$ cat config.mk
export PLATFORM = sky130hd
export DESIGN_NAME = led_pattern_flat
export DESIGN_NICKNAME = d
export VERILOG_FILES = /design/src/rtl/led_pattern_if.sv /design/src/rtl/led_pattern.sv /design/src/flat_wrapper.sv
export SDC_FILE = /design/constraint.sdc
export NUM_CORES = 1
export LEC_CHECK = 0
export CAP_MARGIN = 0
export CELL_PAD_IN_SITES_DETAIL_PLACEMENT = 1
export CELL_PAD_IN_SITES_GLOBAL_PLACEMENT = 1
export CORE_UTILIZATION = 45
export CTS_BUF_LIST = sky130_fd_sc_hd__clkbuf_8
export CTS_CLUSTER_SIZE = 14
export DETAILED_ROUTE_END_ITERATION = 10
export GPL_TIMING_DRIVEN = 0
export PLACE_DENSITY = 0.75
export SLEW_MARGIN = 20
export SYNTH_ARGS = -nofsm -noshare
export SYNTH_HDL_FRONTEND = slang
export SYNTH_SLANG_ARGS = --single-unit
$ cat constraint.sdc
create_clock -name clk -period 3.8 [get_ports clk]
set_input_delay 1.14 -clock clk [delete_from_list [all_inputs] [get_ports clk]]
set_output_delay 1.14 -clock clk [all_outputs]
set_load 0.02 [all_outputs]
$ cat src/rtl/led_pattern_if.sv
// led_pattern_if: single-cycle channel configuration write port.
//   wr_en   - write strobe, one cycle
//   wr_ch   - target channel index
//   wr_mode - 0=OFF, 1=ON, 2=BLINK, 3=BREATHE
//   wr_rate - ticks per step minus one
interface led_pattern_if #(
   parameter int CH_BITS   = 2,
   parameter int RATE_BITS = 8
);
   logic                 wr_en;
   logic [CH_BITS-1:0]   wr_ch;
   logic [1:0]           wr_mode;
   logic [RATE_BITS-1:0] wr_rate;
   modport master (output wr_en, wr_ch, wr_mode, wr_rate);
   modport slave  (input  wr_en, wr_ch, wr_mode, wr_rate);
endinterface

$ cat src/rtl/led_pattern.sv
// led_pattern: multi-channel LED pattern generator (off / on / blink / breathe).
//   clk  - system clock
//   rst  - synchronous active-high reset
//   wr   - configuration write port (slave)
//   led  - registered LED drive, bit i = channel i
//   tick - one-cycle timebase pulse every PRESCALE clocks
module led_pattern #(
   parameter int CHANNELS  = 3,
   parameter int PRESCALE  = 12000,
   parameter int PWM_BITS  = 8,
   parameter int RATE_BITS = 8,
   parameter int CH_BITS   = 2
) (
   input  logic                clk,
   input  logic                rst,
   led_pattern_if.slave        wr,
   output logic [CHANNELS-1:0] led,
   output logic                tick
);
   localparam int PRE_W = $clog2(PRESCALE);
   localparam logic [PRE_W-1:0]    PRE_LAST  = PRE_W'(PRESCALE - 1);
   localparam logic [PWM_BITS-1:0] MAX       = '1;
   localparam logic [1:0]          M_ON      = 2'd1;
   localparam logic [1:0]          M_BLINK   = 2'd2;
   localparam logic [1:0]          M_BREATHE = 2'd3;

   logic [PRE_W-1:0]                         pre_q, pre_d;
   logic                                     tick_q, tick_d;
   logic [PWM_BITS-1:0]                      pwm_q, pwm_d;
   logic [CHANNELS-1:0][1:0]                 mode_q, mode_d;
   logic [CHANNELS-1:0][RATE_BITS-1:0]       rate_q, rate_d;
   logic [CHANNELS-1:0][RATE_BITS-1:0]       rcnt_q, rcnt_d;
   logic [CHANNELS-1:0][PWM_BITS-1:0]        duty_q, duty_d;
   logic [CHANNELS-1:0]                      blink_q, blink_d;
   logic [CHANNELS-1:0]                      dir_q, dir_d;
   logic [CHANNELS-1:0]                      led_q, led_d;
   logic [CHANNELS-1:0]                      step, hit, br_step;

   always_comb begin
      pre_d   = (pre_q == PRE_LAST) ? '0 : pre_q + 1'b1;
      tick_d  = pre_q == PRE_LAST;
      pwm_d   = pwm_q + 1'b1;
      mode_d  = mode_q;
      rate_d  = rate_q;
      rcnt_d  = rcnt_q;
      duty_d  = duty_q;
      blink_d = blink_q;
      dir_d   = dir_q;
      led_d   = '0;
      step    = '0;
      hit     = '0;
      br_step = '0;
      for (int i = 0; i < CHANNELS; i++) begin
         step[i]    = tick_q && (rcnt_q[i] == rate_q[i]);
         // an index >= CHANNELS never matches, so such writes are dropped
         hit[i]     = wr.wr_en && (wr.wr_ch == CH_BITS'(i));
         br_step[i] = step[i] && (mode_q[i] == M_BREATHE);
         mode_d[i]  = hit[i] ? wr.wr_mode : mode_q[i];
         rate_d[i]  = hit[i] ? wr.wr_rate : rate_q[i];
         // a write on a tick edge takes precedence over that channel's step
         rcnt_d[i]  = (hit[i] || step[i]) ? '0 : tick_q ? rcnt_q[i] + 1'b1 : rcnt_q[i];
         blink_d[i] = !hit[i] && ((step[i] && mode_q[i] == M_BLINK) ? !blink_q[i] : blink_q[i]);
         duty_d[i]  = hit[i] ? '0 : !br_step[i] ? duty_q[i] :
                      dir_q[i] ? duty_q[i] + 1'b1 : duty_q[i] - 1'b1;
         // turn around at the triangle peaks; dir=1 means counting up
         dir_d[i]   = hit[i] || (br_step[i] ? (dir_q[i] ? (duty_q[i] != MAX - 1'b1)
                                                        : (duty_q[i] == PWM_BITS'(1)))
                                            : dir_q[i]);
         led_d[i]   = (mode_q[i] == M_ON) ||
                      (mode_q[i] == M_BLINK && blink_q[i]) ||
                      (mode_q[i] == M_BREATHE && pwm_q < duty_q[i]);
      end
   end

   always_ff @(posedge clk) begin
      if (rst) begin
         pre_q   <= '0;
         tick_q  <= 1'b0;
         pwm_q   <= '0;
         mode_q  <= '0;
         rate_q  <= '0;
         rcnt_q  <= '0;
         duty_q  <= '0;
         blink_q <= '0;
         dir_q   <= '1;
         led_q   <= '0;
      end else begin
         pre_q   <= pre_d;
         tick_q  <= tick_d;
         pwm_q   <= pwm_d;
         mode_q  <= mode_d;
         rate_q  <= rate_d;
         rcnt_q  <= rcnt_d;
         duty_q  <= duty_d;
         blink_q <= blink_d;
         dir_q   <= dir_d;
         led_q   <= led_d;
      end
   end

   assign led  = led_q;
   assign tick = tick_q;
endmodule

$ cat src/flat_wrapper.sv
// flat-port wrapper written by rule: the top's interface ports become plain ports
module led_pattern_flat 
#(
   parameter int CHANNELS  = 3,
   parameter int PRESCALE  = 12000,
   parameter int PWM_BITS  = 8,
   parameter int RATE_BITS = 8,
   parameter int CH_BITS   = 2
)
  (clk, rst, led, tick, wr_wr_en, wr_wr_ch, wr_wr_mode, wr_wr_rate);
  led_pattern_if #(.CH_BITS(CH_BITS), .RATE_BITS(RATE_BITS)) wr_i ();
  input  logic clk;
  input  logic rst;
  output logic [CHANNELS-1:0] led;
  output logic tick;
  input wire logic [$bits(wr_i.wr_en)-1:0] wr_wr_en;
  input wire logic [$bits(wr_i.wr_ch)-1:0] wr_wr_ch;
  input wire logic [$bits(wr_i.wr_mode)-1:0] wr_wr_mode;
  input wire logic [$bits(wr_i.wr_rate)-1:0] wr_wr_rate;
  assign wr_i.wr_en = wr_wr_en;
  assign wr_i.wr_ch = wr_wr_ch;
  assign wr_i.wr_mode = wr_wr_mode;
  assign wr_i.wr_rate = wr_wr_rate;
  led_pattern #(.CHANNELS(CHANNELS), .PRESCALE(PRESCALE), .PWM_BITS(PWM_BITS), .RATE_BITS(RATE_BITS), .CH_BITS(CH_BITS)) u_core (.clk(clk), .rst(rst), .wr(wr_i), .led(led), .tick(tick));
endmodule
==> results of run 1 <==
## state kept, by name, summed over array words and instances (netlist names)
name,cells
u_core.mode_q,6
u_core.duty_q,24
u_core.rcnt_q,24
u_core.led,3
u_core.dir_q,3
u_core.rate_q,24
u_core.pre_q,14
u_core.tick,1
u_core.pwm_q,8
u_core.blink_q,3
## worst min path at each step
stage,startpoint,to,slack [ns],cells after the start
detailed placement,u_core.pre_q[0],u_core.pre_q[0],0.47,1
finish,u_core.pre_q[0],u_core.pre_q[0],0.49,1
global placement,u_core.pre_q[0],u_core.pre_q[0],0.44,1
floorplan,u_core.pre_q[0],u_core.pre_q[0],0.43,1
CTS,u_core.pre_q[0],u_core.pre_q[0],0.50,1
global route,u_core.pre_q[0],u_core.pre_q[0],0.51,1
## kinds of logic (layout without fill, tap and decap cells)
family	count (synthesis)	count (layout)	share of synthesized area
AND/OR/NAND/NOR	277	277	0.2501
flip-flops	110	110	0.3851
XOR/XNOR	74	74	0.1133
AO/OA/AOI/OAI	66	66	0.07156
buffers and inverters	47	81	0.03151
adder cells (fa/ha/maj)	38	38	0.08315
multiplexers	37	37	0.06521
## layout by cell type (no fill, tap or decap), types with 18 or more instances in the layout
cell / Yosys / layout
sky130_fd_sc_hd__clkdlybuf4s50_1: 0 / 18
sky130_fd_sc_hd__nand3_1: 31 / 31
sky130_fd_sc_hd__inv_1: 26 / 27
sky130_fd_sc_hd__nand4_1: 31 / 31
sky130_fd_sc_hd__nand2_1: 35 / 35
sky130_fd_sc_hd__mux2i_1: 35 / 35
sky130_fd_sc_hd__xor2_1: 36 / 36
sky130_fd_sc_hd__ha_1: 38 / 38
sky130_fd_sc_hd__dfxtp_1: 110 / 110
sky130_fd_sc_hd__nor2_1: 100 / 100
sky130_fd_sc_hd__xnor2_1: 38 / 38
sky130_fd_sc_hd__a21oi_1: 25 / 25
## critical path, cell delays in order
cell	delay (ns)
sky130_fd_sc_hd__clkdlybuf4s50_1	0.67
sky130_fd_sc_hd__clkbuf_1	0.46
sky130_fd_sc_hd__buf_1	0.45
sky130_fd_sc_hd__o22ai_1	0.15
## through the flow
stage | hold WS (ns) | power, mW | instances | cell area (um^2) | setup WS, ns
finish | 0.4910 | 2.014 | 851 | 6289 | 1.171
global route | 0.5082 | 2.104 | 851 | 6289 | 1.092
CTS | 0.4966 | 2.039 | 851 | 6289 | 1.158
detailed placement | 0.4704 | 1.357 | 835 | 6108 | 0.7358
global placement | 0.4412 | 1.349 | 835 | 6108 | 0.6644
floorplan | 0.4299 | 1.299 | 649 | 5718 | 1.693
## power groups by stage
| stage | registers [mW] | logic (mW) | clock network [mW] |
|---|---|---|---|
| after floorplan | 1.21 | 0.0903 | 0 |
| after global placement | 1.21 | 0.136 | 0 |
| after detailed placement | 1.21 | 0.143 | 0 |
| after CTS | 1.19 | 0.144 | 0.708 |
| after global routing | 1.19 | 0.157 | 0.758 |
| final | 1.19 | 0.141 | 0.685 |
## final cells by class
class,count,area (um^2),share of cell area
clock buffers,10,137.6,0.02189
repair buffers,18,180.2,0.02865
clock inverters,6,42.54,0.006765
plain buffers,21,82.58,0.01313
inverters,26,97.59,0.01552
well taps,168,210.2,0.03343
flip-flops and latches,110,2202,0.3502
multi-input cells,492,3336,0.5304
## per-layer routing
layer  track usage  vias to the layer above
met3       0.04870                       16
met5             0                        -
met2        0.3923                       34
li1              -                     2312
met4       0.06753                        0
met1        0.2783                     2212
==> reports/summary.md, run 1 <==
The flow ran to the end, and the final reports show no timing, DRC or antenna violations. Yosys attributes the largest share of cell area to sky130_fd_sc_hd__dfxtp_1, sky130_fd_sc_hd__ha_1, sky130_fd_sc_hd__nor2_1, sky130_fd_sc_hd__mux2i_1, sky130_fd_sc_hd__xnor2_1. Dividing the detail-routed wire length by the instance count gives 15.91 um. For this run, the leading register cell type out of synthesis is sky130_fd_sc_hd__dfxtp_1. The share of the clock period used by the worst path after layout came out at 0.6919.

The tools report the final cell utilization of the core as 0.5150. The origin of the worst setup path is rst. Fraction of layout cells with a size suffix above 1: 0.04539. The tools report the sequential element share of the synthesized area as 0.3851.

The run gives 0.070 as the combinational power share. The H-tree generated during clock tree synthesis spans 3 levels. Summing over every cut layer, the via total after detailed routing is 4574.

The top fanout value on the critical path works out to 10. The run gives 4753 as the number of global-route vias before repair. Setup repair after global routing left no endpoint under its margin. The leakage dissipation was 2.400 nW. In the detailed route, the total length drawn on met3 is 272 um. For the number of search-and-repair iterations in the first detailed-routing pass, the log shows 4. At the worst endpoint, the arrival time is 2.87 ns. The endpoint identified for the worst register-to-register timing path is u_core.duty_q[10].

The tools report the maximum number of pins on one net before global-route repair as 19. Path category of the worst min-delay check: reg2reg. The run gives 0 as the total setup buffers inserted after CTS.

Effective utilization at floorplan: 0.4682. Clock insertion delay at the later pin of the skew report: 0.39 ns. The die is 114.7 um tall. The area growth from synthesis to layout is 9.978%. Counting the buffers created by CTS gives 9.

The tools report the routed length on met1 as 6386 um. The aggregate global-route resource usage was 0.2251; the minimum clock period after layout was 2.629 ns. The run gives 0.3044 mV as the worst ir drop on vdd. The number of instances in the synthesized netlist was 649.

Transition time of the tightest slew-check pin: 1.023 ns. The tools report the source of the worst register-to-register timing path as u_core.rcnt_q[9]. The clock net in this run drives a total of 110 sinks. The number of remaining DRC errors is 0, and the max-cap check violation count is 0. 0 antenna diodes ended up in the layout. The Yosys step of the flow raised 0 warnings.

The run gives 731 as the net total in the final layout. In this run, synthesis inferred 0 flip-flops with an integrated enable. Static timing analysis puts the maximum clock frequency at 380.3 MHz. TritonCTS built the clock tree.

The kind of launch point of the worst setup path was a primary input. Detail-routed via count per cell: 5.375. The wire length of the first global-routing pass came out at 23090 um.

The relative contribution of the clock network to total power is 0.340. For this design the top-level I/O count stands at 19. The half-perimeter wire length after detailed placement came out at 10460 um. After routing, the total negative slack on setup checks comes to 0 ns. The number of pins exceeding their max-slew limit in the final report is 0. The critical path ends at u_core.led[2]. In this run the register-to-register setup slack is 1.66 ns. For this block, the initial DRC count from the detailed router was 121.

For this run the aggregate overflow at the end of global routing stands at 0. The fraction of synthesis flops using an asynchronous set or reset pin is 0. The logs give 0 for the number of instances resized during post-cts repair and 0 for the initial antenna violation count. The cell with the most instances after synthesis was sky130_fd_sc_hd__dfxtp_1. The logs give 702 for the net count after synthesis and 1.493 mW for the cell-internal power. The synthesized netlist contains 54 unique library cells.

Row generation in the floorplan step produced 40 rows. The run gives 0 as the post-route antenna net violation count. The congestion estimate from routability-driven global placement came to 0.7763. Topmost layer with routed signal wires: met4.

Clock tree synthesis selected as its root buffer the cell sky130_fd_sc_hd__clkbuf_8. The switching share of total power was 0.2584; the average footprint of a synthesized cell was 8.810 um^2. For this design the ratio of total power to cell area is 320.2 nW/um^2.

sky130_fd_sc_hd__dfxtp_1 takes more of the synthesized area than any other cell. The part of the total power dissipated in sequential elements was 0.590. The worst setup path is captured at a register. The longest clock path from root to sink contains 2 buffers.

By count the netlist is led by sky130_fd_sc_hd__dfxtp_1, sky130_fd_sc_hd__nor2_1, sky130_fd_sc_hd__ha_1, sky130_fd_sc_hd__xnor2_1, sky130_fd_sc_hd__xor2_1. Port buffering added 18 buffers. The headroom to the max-slew limit came out at 0.3123. The tools report the detailed route wirelength on metal2 as 6691 um. The area enclosed by the die boundary was 13160 um^2. The worst register-to-register path has a depth of 6. The number of hold buffers added after CTS was 0. The clock skew was 0.01251 ns; the synthesized area was 5718 um^2. The critical path in this run is classified as in2reg. The tools report the required time at the worst-slack endpoint as 4.04 ns. Wires add up to 13540 um.

The hold violation count in the final report is 0, and the clock transition at the registers of the reported paths is 0.11 ns. The number of fillers in the final layout is 1486, and the share of the synthesized area in the top cell type is 0.3851. Setup violations remaining at the end of the flow were counted as 0.

The die width came out at 114.7 um. For this design the total switching power over the nets is 520.3 uW. The core region is 12210 um^2.

The number of register bits inferred by synthesis came out at 110.
Note: power is estimated with default switching activity, not from simulation.
==> inputs of run 2 (changes only) <==
- CORE_UTILIZATION: 45 -> 44
- PLACE_DENSITY: 0.75 -> 0.77
- clock period: 3.8 -> 2.15 ns (I/O delays scaled with it)
==> run 2 against run 1 <==
  * Via count increased by 0.57%
  * Clock power grew 77%
  * Routed wire length grew 1.6%
  * Die area is 2.2% higher
  * Sequential power grew 76%
  * Register-to-register slack got worse by 1.6 ns
  * First-iteration DRC count is 3.3% lower
  * Worst setup slack worse by 1.1 ns
  * Combinational power up 82%
  * Global-route usage fell by 0.69 points
  * Cell count increased by 0.47%
  * Critical path type is now reg2reg
  * Critical endpoint is now u_core.dir_q[2]
  * Largest power group unchanged
==> reports/summary.md, run 2 (synthesized netlist as in run 1, its figures left out) <==
The logs give 110 (unchanged) for the TritonCTS sink count and 6311 um^2 (+0.36%) for the cell area after layout. The sequential cell area came out at 2203 um^2 (about the same). The aggregate global routing overflow is 0 (unchanged). The critical path is of the reg2reg type.

For this run, the top clock speed supported by timing is 484.2 MHz. The logs give 0.08488 ns (-1.086 ns) for the worst setup margin and 12620 um^2 (+3.3%) for the area inside the core boundary. The number of rows in the core area is 41 (+2.5%). The logic depth of the worst register-to-register path is 5 (-1), and the net total in the final layout is 731 (unchanged).

For the number of setup violations in the final report, the log shows 0 (unchanged). The final cell utilization of the core is 0.5001 (-0.01486), and the area of the multi-input gates is 3346 um^2 (+0.30%). The detailed-route wire length per cell was 16.09 um (+1.1%); the number of search-and-repair iterations in the first detailed-routing pass was 4 (unchanged). The sum of routed wire length over all layers is 13760 um (+1.6%), and the count of cells along the worst hold path is 1 (unchanged).

The run gives 2.35 ns (-0.52 ns) as the critical path data arrival time. The critical path ends at u_core.dir_q[2]. The run gives 10630 um (+1.6%) as the half-perimeter wire length after detailed placement.

The origin of the worst setup path was u_core.tick. The leakage dissipation is 2.418 nW (+0.76%). The detail-routed via count per cell is 5.380 (about the same). The cell sitting at the root of the clock tree is a sky130_fd_sc_hd__clkbuf_8. The run gives 2.43 ns (-1.61 ns) as the required time at the worst-slack endpoint. Final total power: 3.564 mW (+77%).

The worst ir drop on vdd was 0.5653 mV (+86%); the share of the clock period used by the worst path after layout was 0.9605. The setup slack on the worst flop-to-flop path came out at 0.08 ns (-1.58 ns). The count of antenna diodes in the layout is 0 (unchanged), and the power per standard cell area is 564.7 nW/um^2 (+76%). The tools report the headroom to the max-slew limit as 0.3726 (+0.06028).

The buffer depth of the longest clock path is 2 (unchanged). The smallest clock period supported by the final layout is computed as 2.065 ns. TritonCTS built the clock tree.

Setup repair after global routing left no endpoint under its margin. The flow ran to the end, and the final reports show no timing, DRC or antenna violations. The top-level I/O count is 19 (unchanged). The placed instance area came out at 6113 um^2 (about the same). In this run the critical register-to-register path is launched from u_core.tick.

The top fanout value on the critical path is 10 (unchanged), and the initial detailed-routing violation count is 117 (-3.3%). The pre-CTS worst setup slack was -0.4876 ns (-1.223 ns). In this run the most critical hold path is launched from u_core.pre_q[0]. The path category of the worst min-delay check was reg2reg. For the effective utilization at floorplan, the log shows 0.4531 (-0.01513). In this run the critical register-to-register path is captured at u_core.dir_q[2].

Overall die height: 116.0 um (+1.1%). The clock skew is 0.008120 ns (-0.004388 ns), and the area added between synthesis and finish is 10.37%. The most common library cell in the layout ignoring fill and taps is sky130_fd_sc_hd__dfxtp_1. The placed cell count was 839 (+0.48%). The clock transition at the registers of the reported paths works out to 0.11 ns (about the same). The hold violation count in the final report was 0 (unchanged). The post-route antenna net violation count was 0 (unchanged); the clock insertion delay at the later pin of the skew report was 0.40 ns (about the same). The number of buffer cells added on primary ports came out at 18 (unchanged).

The max-cap check violation count was 0 (unchanged). The logs give 0.2182 (-0.006896) for the aggregate global-route resource usage and 4604 (-3.1%) for the number of global-route vias before repair. The tools report the maximum number of pins on one net before global-route repair as 19 (unchanged).

The run gives 0 (unchanged) as the number of pins exceeding their max-slew limit in the final report. The area enclosed by the die boundary is 13450 um^2 (+2.2%). Number of fillers in the final layout: 1537 (+3.4%).

The quantity of hold-fixing buffers added after cts is 0 (unchanged). The count of placed standard cells in the final layout, fillers left out is 855 (+0.47%). The fraction of layout cells with a size suffix above 1 was 0.05564 (+0.01025). The final weighted congestion of routability-driven global placement is 0.8214 (+5.8%).

The worst setup path is captured at a register. The die width is 116.0 um (+1.1%). The transition time of the tightest slew-check pin was 0.9332 ns (-0.08965 ns). STA classifies the critical path startpoint as a register. The initial antenna violation count came out at 0 (unchanged). The largest registers in the layout are u_core.duty_q: 24 flops, u_core.rate_q: 24 flops, u_core.rcnt_q: 24 flops.

Via count of the routed design: 4600 (+0.57%). The maximum level of the CTS H-tree is 3 (unchanged), and the wire length of the first global-routing pass is 22640 um (-2.0%). In the layout the commonest cells are sky130_fd_sc_hd__dfxtp_1, sky130_fd_sc_hd__nor2_1, sky130_fd_sc_hd__xnor2_1, sky130_fd_sc_hd__ha_1, sky130_fd_sc_hd__xor2_1. The number of buffers added by the clock tree synthesis step is 9 (unchanged), and the number of remaining DRC errors is 0 (unchanged).
[run 2: cell types whose count changed in the layout (fill, tap and decap cells not counted), sizes merged]
cell           previous run  this run
buf                       7         9
clkbuf                   24        22
clkdlybuf4s50            18        17
dlygate4sd2               0         1
[run 2: how the worst min path moves through the flow]
| stage | endpoint | slack (ns) |
|---|---|---|
| 4_1_cts | u_core.pre_q[0] | 0.48 |
| 5_1_grt | u_core.pre_q[0] | 0.50 |
| 6_report | u_core.pre_q[0] | 0.48 |
| 3_3_place_gp | u_core.pre_q[0] | 0.44 |
| 2_1_floorplan | u_core.pre_q[0] | 0.43 |
| 3_5_place_dp | u_core.pre_q[0] | 0.46 |
[run 2: power breakdown]
part | switching [mW] | total [mW] | internal (mW) | leakage, nW
combinational | 0.144 | 0.256 | 0.112 | 1.43
sequential | 0.0313 | 2.10 | 2.07 | 0.890
clock | 0.747 | 1.21 | 0.463 | 0.100
[run 2: area by class of cell]
cell class / count / share of cell area
buffer: 20 / 0.01308
clock buffer: 10 / 0.02181
clock inverter: 6 / 0.006741
inverter: 26 / 0.01546
multi-input combinational: 492 / 0.5301
sequential: 110 / 0.3491
tap: 172 / 0.03410
timing repair buffer: 19 / 0.02954
[run 2: critical path: stages (launching register included)]
cell and delay (ns):
sky130_fd_sc_hd__dfxtp_1 0.44, sky130_fd_sc_hd__buf_2 0.26, sky130_fd_sc_hd__nand2_1 0.17, sky130_fd_sc_hd__nor4_4 0.57
sky130_fd_sc_hd__nand2_1 0.11, sky130_fd_sc_hd__a221o_1 0.38
[run 2: what timing repair did]
action | 4_1_cts | 5_1_grt
gates resized for setup | 2 | 8
pin swaps | 0 | 2
endpoints found under the setup margin | 2 | 18
gates cloned | 0 | 0
buffers inserted | 0 | 1
[run 2: per-layer routing]
metal / global-route usage / vias to the layer above / wire length [um]
met1: 0.2657 / 2240 / 6351
met5: 0 / - / 0
met2: 0.3810 / 34 / 6912
met4: 0.05983 / 0 / 148
li1: - / 2314 / -
met3: 0.05439 / 12 / 342
[run 2: stage by stage]
stage / hold WS (ns) / setup TNS (ns)
floorplan: 0.4299 / 0
global placement: 0.4442 / -19.64
detailed placement: 0.4581 / -22.03
CTS: 0.4842 / 0
global route: 0.5039 / 0
finish: 0.4798 / 0
==> inputs of run 3 (changes only) <==
- CELL_PAD_IN_SITES_DETAIL_PLACEMENT: 1 -> 0
- TNS_END_PERCENT: unset -> 1
==> run 3 against run 2 <==
  * Fmax rose by 1.8%
  * Critical path type is now in2reg
  * Highest routed layer unchanged
  * Critical endpoint is now u_core.led[2]
  * Critical path depth fell by 1
  * Largest power group unchanged
  * Power rose by 1.7%
==> reports/summary.md, run 3 (synthesized netlist as in run 1, its figures left out) <==
The placed instance area is 6113 um^2 (unchanged), and the clock insertion delay at the later pin of the skew report is 0.38 ns (-0.02 ns). The most common library cell in the layout ignoring fill and taps is sky130_fd_sc_hd__dfxtp_1. The leakage dissipation is 2.426 nW (+0.34%). The signal on the critical path passes through clkdlybuf4s50_1 -> clkbuf_2 -> buf_1 -> o22ai_1. The transition time of the tightest slew-check pin is 0.9860 ns (+0.05280 ns), and the cell area after layout is 6312 um^2 (about the same).

The fraction of layout cells with a size suffix above 1 is 0.04993 (-0.005710). The number of rows in the core area is 41 (unchanged), and the top fanout value on the critical path is 10 (unchanged). For this design, the slowest cell found on the critical path is sky130_fd_sc_hd__clkdlybuf4s50_1.

The via count of the routed design is 4442 (-3.4%), and the area enclosed by the die boundary is 13450 um^2 (unchanged). The tools report the hold violation count in the final report as 0 (unchanged). The tools report the top achievable clock speed as 493.1 MHz (+1.8%). The tools report the maximum level of the CTS H-tree as 3 (unchanged). The logs give 0 (unchanged) for the number of setup violations in the final report and 0.8214 (unchanged) for the final weighted congestion of routability-driven global placement. The number of search-and-repair iterations in the first detailed-routing pass was 6 (+2).

Setup repair after global routing could not meet its margin everywhere. The net total in the final layout came out at 730 (-0.14%). The number of pins exceeding their max-slew limit in the final report is 0 (unchanged). The share of the clock period used by the worst path after layout was 0.9433 (-0.01719).

The run gives 19 (unchanged) as the top-level I/O count. The clock skew is 0.005499 ns (-0.002622 ns). The run gives 4260 (-7.5%) as the number of global-route vias before repair. The wire length of the first global-routing pass is 20330 um (-10%).

The worst setup path is of the in2reg kind. The area added between synthesis and finish was 10.39% (about the same); the max-cap check violation count was 0 (unchanged). For the aggregate global-route resource usage, the log shows 0.1947 (-0.02347). The number of remaining DRC errors was 0 (unchanged); the buffer depth of the longest clock path was 2 (unchanged). The sum of routed wire length over all layers came out at 12060 um (-12%). In the final layout, the registers with the most flip-flops are u_core.duty_q: 24 flops, u_core.rate_q: 24 flops, u_core.rcnt_q: 24 flops. The initial antenna violation count is 0 (unchanged), and the overall die height is 116.0 um (unchanged). The path category of the worst min-delay check is reg2reg.

For the maximum number of pins on one net before global-route repair, the log shows 19 (unchanged). For the initial detailed-routing violation count, the log shows 197 (+68%). The detail-routed via count per cell was 5.208 (-3.2%); the TritonCTS sink count was 110 (unchanged). Clock transition at the registers of the reported paths: 0.10 ns (about the same). The power per standard cell area was 574.4 nW/um^2 (+1.7%); the effective utilization at floorplan was 0.4531 (unchanged). The number of buffer cells added on primary ports works out to 18 (unchanged).

The cell at the root of the clock tree is sky130_fd_sc_hd__clkbuf_8. The tools report the accumulated negative setup slack as 0 ns (unchanged). The run gives 2.40 ns (-0.03 ns) as the required time at the worst-slack endpoint.

The aggregate global routing overflow is 0 (unchanged). TritonCTS built the clock tree. STA classifies the critical path startpoint as a primary input. The post-route antenna net violation count is 0 (unchanged), and the half-perimeter wire length after detailed placement is 9151 um (-14%). Leaving out fill and tap cells, the most frequent cells in the layout are sky130_fd_sc_hd__dfxtp_1, sky130_fd_sc_hd__nor2_1, sky130_fd_sc_hd__xnor2_1, sky130_fd_sc_hd__ha_1, sky130_fd_sc_hd__xor2_1. The area of the multi-input gates was 3341 um^2 (-0.15%); the critical path data arrival time was 2.28 ns (-0.07 ns). The detailed-route wire length per cell was 14.14 um (-12%). The die width came out at 116.0 um (unchanged).

The logs give 0 (unchanged) for the quantity of hold-fixing buffers added after cts and 2202 um^2 (about the same) for the sequential cell area. The worst setup path is captured at a register. The area inside the core boundary was 12620 um^2 (unchanged); the minimum clock period after layout was 2.028 ns (-0.03695 ns).

The worst hold-check slack is 0.4690 ns (-0.01082 ns). The run finished with clean final reports. The worst ir drop on vdd came out at 0.5685 mV (+0.57%).

For the headroom to the max-slew limit, the log shows 0.3371 (-0.03550). The number of fillers in the final layout was 1291 (-16%). The count of antenna diodes in the layout is 0 (unchanged). The number of buffers added by the clock tree synthesis step is 9 (unchanged), and the largest incremental delay on the critical path is 0.68 ns (+0.11 ns).
## run 3: routing by layer
layer / track usage / vias up / part of all wire
li1: - / 2320 / -
met1: 0.2497 / 2068 / 0.49
met2: 0.3282 / 47 / 0.47
met3: 0.05073 / 7 / 0.029
met4: 0.04188 / 0 / 0.0085
met5: 0 / - / 0
## run 3: final cells by class
| class | count | area share |
|---|---|---|
| inverters | 26 | 0.01546 |
| multi-input cells | 492 | 0.5292 |
| repair buffers | 18 | 0.02894 |
| plain buffers | 20 | 0.01288 |
| clock inverters | 6 | 0.01090 |
| flip-flops and latches | 110 | 0.3489 |
| well taps | 172 | 0.03409 |
| clock buffers | 9 | 0.01962 |
## run 3: final timing paths
| path | to | slack [ns] | cells past startpoint | start |
|---|---|---|---|---|
| setup reg to reg | u_core.dir_q[2] | 0.15 | 5 | u_core.rcnt_q[17] |
| setup / recovery | u_core.led[2] | 0.12 | 4 | rst |
| hold / removal | u_core.pre_q[0] | 0.47 | 1 | u_core.pre_q[0] |
| hold reg to reg | u_core.pre_q[0] | 0.47 | 1 | u_core.pre_q[0] |
## run 3: per-stage QoR
step,std cells,util,setup WS [ns],power [mW]
after floorplan,649,-,0.3811,2.296
after global placement,839,0.4844,-0.4721,2.384
after detailed placement,839,0.4844,-0.5056,2.389
after CTS,854,0.4998,0.02241,3.688
after global routing,853,0.5002,-0.01991,3.786
final,853,0.5002,0.1218,3.626
## run 3: report_power, final
group	switching (mW)	internal, mW	total, mW
combinational	0.136	0.109	0.245
clock	0.738	0.546	1.28
sequential	0.0300	2.07	2.10
## run 3: timing repair
action / in CTS / in global routing
gates resized for setup: 1 / 4
setup buffers: 0 / 0
setup endpoints to repair: 9 / 13
endpoints found under the hold margin: 0 / 0
pin swaps: 0 / 1
## run 3: critical path, delay by kind of cell
| kind | cells | cell delay [ns] |
|---|---|---|
| compound gates | 1 | 0.14 |
| buf+inv | 3 | 1.47 |
